--- src/rtl/rgb_cmp_pkg.sv ---
// rtl/rgb_cmp_pkg.sv - shared result codes and FSM states for the RGB comparator display
package rgb_cmp_pkg;

    typedef enum logic [1:0] {
        CMP_NONE = 2'd0,
        CMP_GT   = 2'd1,
        CMP_EQ   = 2'd2,
        CMP_LT   = 2'd3
    } cmp_res_e;

    typedef enum logic {
        IDLE = 1'b0,
        SHOW = 1'b1
    } state_e;

endpackage

--- src/rtl/pwm_gen.sv ---
// rtl/pwm_gen.sv - free-running PWM counter and duty comparator for LED brightness
module pwm_gen #(
    parameter int DUTY_W = 8
) (
    input  logic              clk,
    input  logic              rst_n,
    input  logic [DUTY_W-1:0] duty,
    output logic              pwm_on
);

    logic [DUTY_W-1:0] pwm_cnt;

    // Counter is never restarted by the display logic so brightness phase is continuous.
    always_ff @(posedge clk or negedge rst_n) begin
        if (!rst_n) begin
            pwm_cnt <= '0;
        end else begin
            pwm_cnt <= pwm_cnt + DUTY_W'(1);
        end
    end

    // All-ones means fully on, otherwise the top step of the period would stay dark.
    assign pwm_on = (duty == '1) ? 1'b1 : (pwm_cnt < duty);

endmodule

--- src/rtl/rgb_cmp_display.sv ---
// rtl/rgb_cmp_display.sv - handshaked signed/unsigned comparator driving a held, PWM-dimmed RGB LED
module rgb_cmp_display
    import rgb_cmp_pkg::*;
#(
    parameter int WIDTH       = 4,
    parameter int DUTY_W      = 8,
    parameter int HOLD_CYCLES = 16
) (
    input  logic              clk,
    input  logic              rst_n,
    input  logic [WIDTH-1:0]  a,
    input  logic [WIDTH-1:0]  b,
    input  logic              signed_mode,
    input  logic              in_valid,
    output logic              in_ready,
    input  logic              clear,
    input  logic [DUTY_W-1:0] duty,
    output logic [1:0]        cmp_res,
    output logic              res_valid,
    output logic              red,
    output logic              green,
    output logic              blue
);

    localparam int HOLD_W = (HOLD_CYCLES > 1) ? $clog2(HOLD_CYCLES) : 1;
    localparam logic [HOLD_W-1:0] HOLD_LOAD = HOLD_W'(HOLD_CYCLES - 1);

    state_e            state;
    logic [HOLD_W-1:0] hold_cnt;
    cmp_res_e          res_q;
    cmp_res_e          res_d;
    logic              accept;
    logic              pwm_on;

    always_comb begin
        res_d = CMP_EQ;
        if (signed_mode) begin
            if ($signed(a) > $signed(b)) begin
                res_d = CMP_GT;
            end else if ($signed(a) < $signed(b)) begin
                res_d = CMP_LT;
            end
        end else begin
            if (a > b) begin
                res_d = CMP_GT;
            end else if (a < b) begin
                res_d = CMP_LT;
            end
        end
    end

    assign in_ready = (state == IDLE) || (hold_cnt == '0);
    assign accept   = in_valid && in_ready;

    always_ff @(posedge clk or negedge rst_n) begin
        if (!rst_n) begin
            state     <= IDLE;
            hold_cnt  <= '0;
            res_q     <= CMP_NONE;
            res_valid <= 1'b0;
        end else if (clear) begin
            state     <= IDLE;
            hold_cnt  <= '0;
            res_q     <= CMP_NONE;
            res_valid <= 1'b0;
        end else if (accept) begin
            state     <= SHOW;
            hold_cnt  <= HOLD_LOAD;
            res_q     <= res_d;
            res_valid <= 1'b1;
        end else if ((state == SHOW) && (hold_cnt != '0)) begin
            hold_cnt <= hold_cnt - HOLD_W'(1);
        end
    end

    assign cmp_res = res_q;

    pwm_gen #(
        .DUTY_W (DUTY_W)
    ) u_pwm (
        .clk    (clk),
        .rst_n  (rst_n),
        .duty   (duty),
        .pwm_on (pwm_on)
    );

    // LED drive is registered off the latched result, so it trails cmp_res by one cycle.
    always_ff @(posedge clk or negedge rst_n) begin
        if (!rst_n) begin
            red   <= 1'b0;
            green <= 1'b0;
            blue  <= 1'b0;
        end else begin
            red   <= res_valid && (res_q == CMP_GT) && pwm_on;
            green <= res_valid && (res_q == CMP_EQ) && pwm_on;
            blue  <= res_valid && (res_q == CMP_LT) && pwm_on;
        end
    end

endmodule

--- config.mk ---
export PLATFORM = sky130hd
export DESIGN_NAME = rgb_cmp_display
export DESIGN_NICKNAME = d
export VERILOG_FILES = /design/src/rtl/rgb_cmp_pkg.sv /design/src/rtl/pwm_gen.sv /design/src/rtl/rgb_cmp_display.sv
export SDC_FILE = /design/constraint.sdc
export NUM_CORES = 1
export LEC_CHECK = 0
export CAP_MARGIN = 20
export CELL_PAD_IN_SITES_DETAIL_PLACEMENT = 1
export CELL_PAD_IN_SITES_GLOBAL_PLACEMENT = 1
export CORE_MARGIN = 4
export CORE_UTILIZATION = 50
export DETAILED_ROUTE_END_ITERATION = 10
export DONT_BUFFER_PORTS = 1
export PLACE_DENSITY = 0.92
export SYNTH_ARGS = -nofsm -noshare
export SYNTH_HDL_FRONTEND = slang
export SYNTH_SLANG_ARGS = --single-unit
export TNS_END_PERCENT = 100
--- constraint.sdc ---
create_clock -name clk -period 4.76 [get_ports clk]
set_clock_uncertainty 0.05 [all_clocks]
set_input_delay 1.19 -clock clk [delete_from_list [all_inputs] [get_ports clk]]
set_output_delay 1.19 -clock clk [all_outputs]
set_load 0.05 [all_outputs]
# ---- After elaboration in Yosys (flattened, before gate mapping)
# Index checks and enable logic that the tools add are counted.
dict set report totals {
  register_bits 18
  inputBits 21
  wordCells 45
}
dict set report op_classes {
  add_sub_neg 2
  order_cmp 5
  eq_ne 4
  muxes 13
  n_bitwise 1
  n_reduce_logical 13
}
# cell count
set op_table {}
lappend op_table {{$mux 4} 3}
lappend op_table {{$mux 2} 5}
lappend op_table {{$add 8x1->8 const B} 1}
lappend op_table {{$eq 8x8->1 const B} 1}
lappend op_table {{$gt 4x4->1} 2}
lappend op_table {{$logic_and 1x1->1} 8}
lappend op_table {{$lt 4x4->1} 2}
lappend op_table {{$lt 8x8->1} 1}
lappend op_table {{$mux 1} 5}
lappend op_table {{$eq 2x2->1 const B} 2}
lappend op_table {{$logic_not 4->1} 1}
lappend op_table {{$reduce_bool 4->1} 1}
lappend op_table {{$sub 4x1->4 const B} 1}
lappend op_table {{$reduce_bool 3->1} 1}
lappend op_table {{$eq 2x1->1 const B} 1}
lappend op_table {{$reduce_bool 2->1} 1}
lappend op_table {{$logic_or 1x1->1} 1}
lappend op_table {{$not 1->1} 1}

# ---- Longest topological paths before layout
dict set report depth {
  word_depth 6
  depth_mapped 7
  depth_no_buf 7
}

# ---- Modules after synthesis
# A second synthesis with hierarchy kept.
dict set report hier_totals {
  hier_cells 109
  hier_area_um2 1084.8
}
# mod n_inst cells_each area_per_inst_um2 seq_area_each_um2
set by_module_without_submodules {}
lappend by_module_without_submodules {rgb_cmp_display 1 59 578.1 250.2}
lappend by_module_without_submodules {pwm_gen 1 50 506.7 200.2}

# ---- Worst setup path before layout
# No wires, ideal clock.
dict set report synth_timing {
  path_type {register -> output}
  start {reg hold_cnt[0]}
  end {out in_ready}
  arrival_ps 1220
  path_slack_ps 2300
  stages_incl_launch_ff 6
  cell_sequence {dfrtp_1 -> inv_1 -> ha_1 -> nand2b_1 -> o21a_4 -> inv_1}
}
dict set report synth_via {
  elab_chain_cells 2
}
# element line_no
set synth_lines {}
lappend synth_lines {{start, declared} rgb_cmp_display.sv:29} ;# logic [HOLD_W-1:0] hold_cnt;
lappend synth_lines {{start signal, assigned} rgb_cmp_display.sv:72} ;# hold_cnt <= hold_cnt - HOLD_W'(1);
lappend synth_lines {{$logic_not 4->1} rgb_cmp_display.sv:52} ;# assign in_ready = (state == IDLE) || (hold_cnt == '0);
lappend synth_lines {{$logic_or 1x1->1} rgb_cmp_display.sv:52}
lappend synth_lines {{end, declared} rgb_cmp_display.sv:15} ;# output logic in_ready,
# No other way between the ends.

# ---- Worst setup path after layout
# Ends and elaborated chain as after synthesis.

==> impl_metrics.csv <==
group,metric,value,unit
place,pre_cts_ws,2.195,ns
layout,regArea,450.4,sq um
route,detail_route.iter0.violations,1,
pwr,cellLeakagePower,0.5471,nW
layout,final_core_util,57.24,%
yosys,mappedNetlistArea,1101,sq um
yosys,yosys.cell_types.count,29,
pwr,max-vdd-ir-drop,0.1558,mV
setup_path,cp_slowest_stage_delay,0.42,ns
min_path,hp-class,"reg -> reg",
global_routing,grt_pass1_vias,890,
setup_path,type_of_element_launching_the_critical_path,"flop",
route,remaining_drc_errors,0,
timing,tcrit_tclk_final,60.39,%
route,first_pass_iters,2,
setup_path,setup.worst_path.end_class,"output pin",
place,placed_area,1135,sq um
route,wl_per_cell,17.46,um
die,floorplan.die.height,54.93,um
route,detailroute.via_count,818,
die,die_x,54.93,um
clocking,holdBufCountCts,0,
yosys,synth-seq-cells,18,
global_routing,globalRoute.totalOverflow,0,
layout,filler_cell_count,219,
global_routing,first_pass_grt_wire_length,3822,um
layout,fraction_of_final_layout_cells_with_drive_strength_greater_than_1,10.28,%
global_routing,global_route.usage.total,17.98,%
timing,fmaxAchievable,347.9,MHz
setup_path,worstSetupPathType,"reg -> out",
die,num_io_pins,28,
timing,rsz0062_at_grt,"no",
outcome,outcome,"complete, no violations",
clocking,cts_inserted_buffers,3,
clocking,numClockSinks,18,
clocking,clock_tree_from_tritoncts,"yes",
timing,timing_hold_violations_final,0,
layout,antenna_cells,0,
timing,timing.max_slew.rel_slack,57.02,%
clocking,post_cts.resized_instances,0,
die,die-area,3017,sq um
pwr,p_per_area,258.0,nW/um^2
timing,finalCriticalPeriod,2.874,ns
timing,final.setup.tns,0,ns
global_routing,largest_net_degree_at_the_start_of_global_routing,19,
setup_path,worstPathCellList,"inv_1 -> ha_1 -> nand2b_1 -> o21a_4 -> inv_1",
die,initial_core_util,54.46,%
yosys,ys_seq_area_share,40.91,%
timing,timing.final.max_slew_violations,0,
yosys,yosys_warnings,0,
layout,area_of_combinational_cells_with_multiple_inputs,590.6,sq um
clocking,cts.clk_slew.worst_paths,0.10,ns
clocking,clk-insertion-delay-late,0.29,ns
timing,worst_pin_slew,0.6447,ns
yosys,synth.net_count,138,
clocking,clockBufferDepth,2,
die,core_ar,2022,sq um
yosys,syn-instance-count,104,
route,vias_per_cell,6.104,
place,post-dp-hpwl,1968,um
setup_path,arrival,1.63,ns
die,placementRows,16,
route,postRouteWirelength,2340,um
job,maxCapViolations,0,
timing,report.final.setup_viol,0,
yosys,post_synth_main_area_contributors,"sky130_fd_sc_hd__dfrtp_1, sky130_fd_sc_hd__ha_1, sky130_fd_sc_hd__inv_1, sky130_fd_sc_hd__xnor2_1, sky130_fd_sc_hd__nand4_1",
layout,area_delta_synth_final,5.114,%
global_routing,antenna_found_initial,0,
clocking,cts_htree_levels,1,
clocking,post-cts-setup-buffers,0,
timing,min_hold_slack,0.4339,ns
setup_path,worst-endpoint-required,3.52,ns
yosys,netlist.top_cell.by_area,"sky130_fd_sc_hd__dfrtp_1",
clocking,cts-root-buf,"sky130_fd_sc_hd__clkbuf_4",
place,gp_congestion,0.7274,
layout,final_cell_area,1157,sq um
setup_path,slowest_stage_cell_on_the_critical_path,"sky130_fd_sc_hd__dfrtp_1",
place,place.port_buffers,0,
timing,setup_slack,1.886,ns
yosys,synthDominantCellAreaShare,40.91,%
setup_path,worst-path-max-fanout,7,
yosys,synth_area_per_cell,10.59,sq um
route,ant_nets,0,
layout,finalNetCount,143,
setup_path,crit_top_cell,"sky130_fd_sc_hd__inv_1",
[metrics by stage]
stage / cells / power (mW)
4_1_cts: 134 / 0.3003
3_5_place_dp: 131 / 0.2275
5_1_grt: 134 / 0.3175
2_1_floorplan: 104 / 0.2162
3_3_place_gp: 131 / 0.2225
6_report: 134 / 0.2985
[registers in the layout (all words and copies together) (netlist names)]
register / cells
blue: 1
u_pwm.pwm_cnt: 8
red: 1
hold_cnt: 4
cmp_res: 2
green: 1
state: 1
[layout by cell type (no fill, tap or decap), types with 2 or more instances in the layout]
master,synthesis,final
sky130_fd_sc_hd__a31oi_1,3,3
sky130_fd_sc_hd__o21a_1,2,2
sky130_fd_sc_hd__nor3_1,6,6
sky130_fd_sc_hd__xnor2_1,4,4
sky130_fd_sc_hd__nand2_1,2,2
sky130_fd_sc_hd__a311oi_1,3,3
sky130_fd_sc_hd__dfrtp_1,18,18
sky130_fd_sc_hd__inv_1,16,16
sky130_fd_sc_hd__ha_1,13,13
sky130_fd_sc_hd__nor2_1,4,4
sky130_fd_sc_hd__nand4_1,5,5
sky130_fd_sc_hd__a21oi_1,4,4
sky130_fd_sc_hd__nand2b_1,2,2
sky130_fd_sc_hd__clkbuf_4,0,3
sky130_fd_sc_hd__nand3_1,3,3
sky130_fd_sc_hd__nor4b_2,2,2
sky130_fd_sc_hd__o21ai_0,2,2
sky130_fd_sc_hd__xor2_1,2,2
sky130_fd_sc_hd__a211oi_1,2,2
[critical path, delay by kind of cell (launching register included)]
kind                       cells  cell delay [ns]
AOI/OAI and AO/OA              1             0.23
adders and majority gates      1             0.15
buffers and inverters          2             0.45
DFF                            1             0.42
and+or+nand+nor                1             0.09
[final cells by class]
class / count / area share (%)
clock buffer: 3 / 1.946
sequential: 18 / 38.92
tap: 27 / 2.919
multi-input combinational: 70 / 51.03
inverter: 16 / 5.189
[worst paths after layout]
path                                   from          endpoint  slack [ns]  cells after the start
max in group asynchronous             rst_n             state        4.06                      0
min in group asynchronous             rst_n  u_pwm.pwm_cnt[6]        0.53                      0
setup reg to reg                      state        cmp_res[0]        2.82                      4
setup / recovery                hold_cnt[0]          in_ready        1.89                      5
hold reg to reg            u_pwm.pwm_cnt[7]  u_pwm.pwm_cnt[7]        0.43                      1
hold / removal             u_pwm.pwm_cnt[7]  u_pwm.pwm_cnt[7]        0.43                      1
[logic make-up (layout without fill, tap and decap cells)]
kind of cell	after synthesis	in the layout	share of synthesized area [%]
compound gates	20	20	15.57
mux	1	1	1.023
xor+xnor	6	6	4.773
simple gates	30	30	17.50
flops	18	18	40.91
fa+ha+maj	13	13	14.77
buf+inv	16	19	5.455
[where the power goes]
| part | switching [mW] | internal, mW | total (mW) |
|---|---|---|---|
| clock | 0.0452 | 0.0294 | 0.0746 |
| sequential | 0.0198 | 0.159 | 0.179 |
| combinational | 0.0245 | 0.0203 | 0.0448 |
[Yosys cell counts, drive strengths merged]
| library cell | instances |
|---|---|
| o21bai | 1 |
| nand2b | 3 |
| xnor2 | 4 |
| nand2 | 2 |
| nor3 | 6 |
| a211oi | 2 |
| nor2b | 1 |
| o21ai | 2 |
| o21a | 3 |
| a21oi | 4 |
| nor4b | 2 |
| nand4 | 5 |
| mux2 | 1 |
| nand3 | 3 |
| a31oi | 3 |
| and3 | 1 |
| xor2 | 2 |
| ha | 13 |
| nor2 | 4 |
| o41ai | 1 |
| and4 | 2 |
| inv | 16 |
| dfrtp | 18 |
| and2 | 1 |
| a311oi | 3 |
| a2111oi | 1 |
[routing by layer]
| layer | vias up | routed length (um) | track usage, % |
|---|---|---|---|
| met5 | - | 0 | 0 |
| met4 | 0 | 42 | 8.097 |
| met3 | 4 | 100 | 3.485 |
| met2 | 20 | 1226 | 33.46 |
| met1 | 410 | 970 | 19.37 |
| li1 | 384 | - | - |
Note: power is estimated with default switching activity, not from simulation.
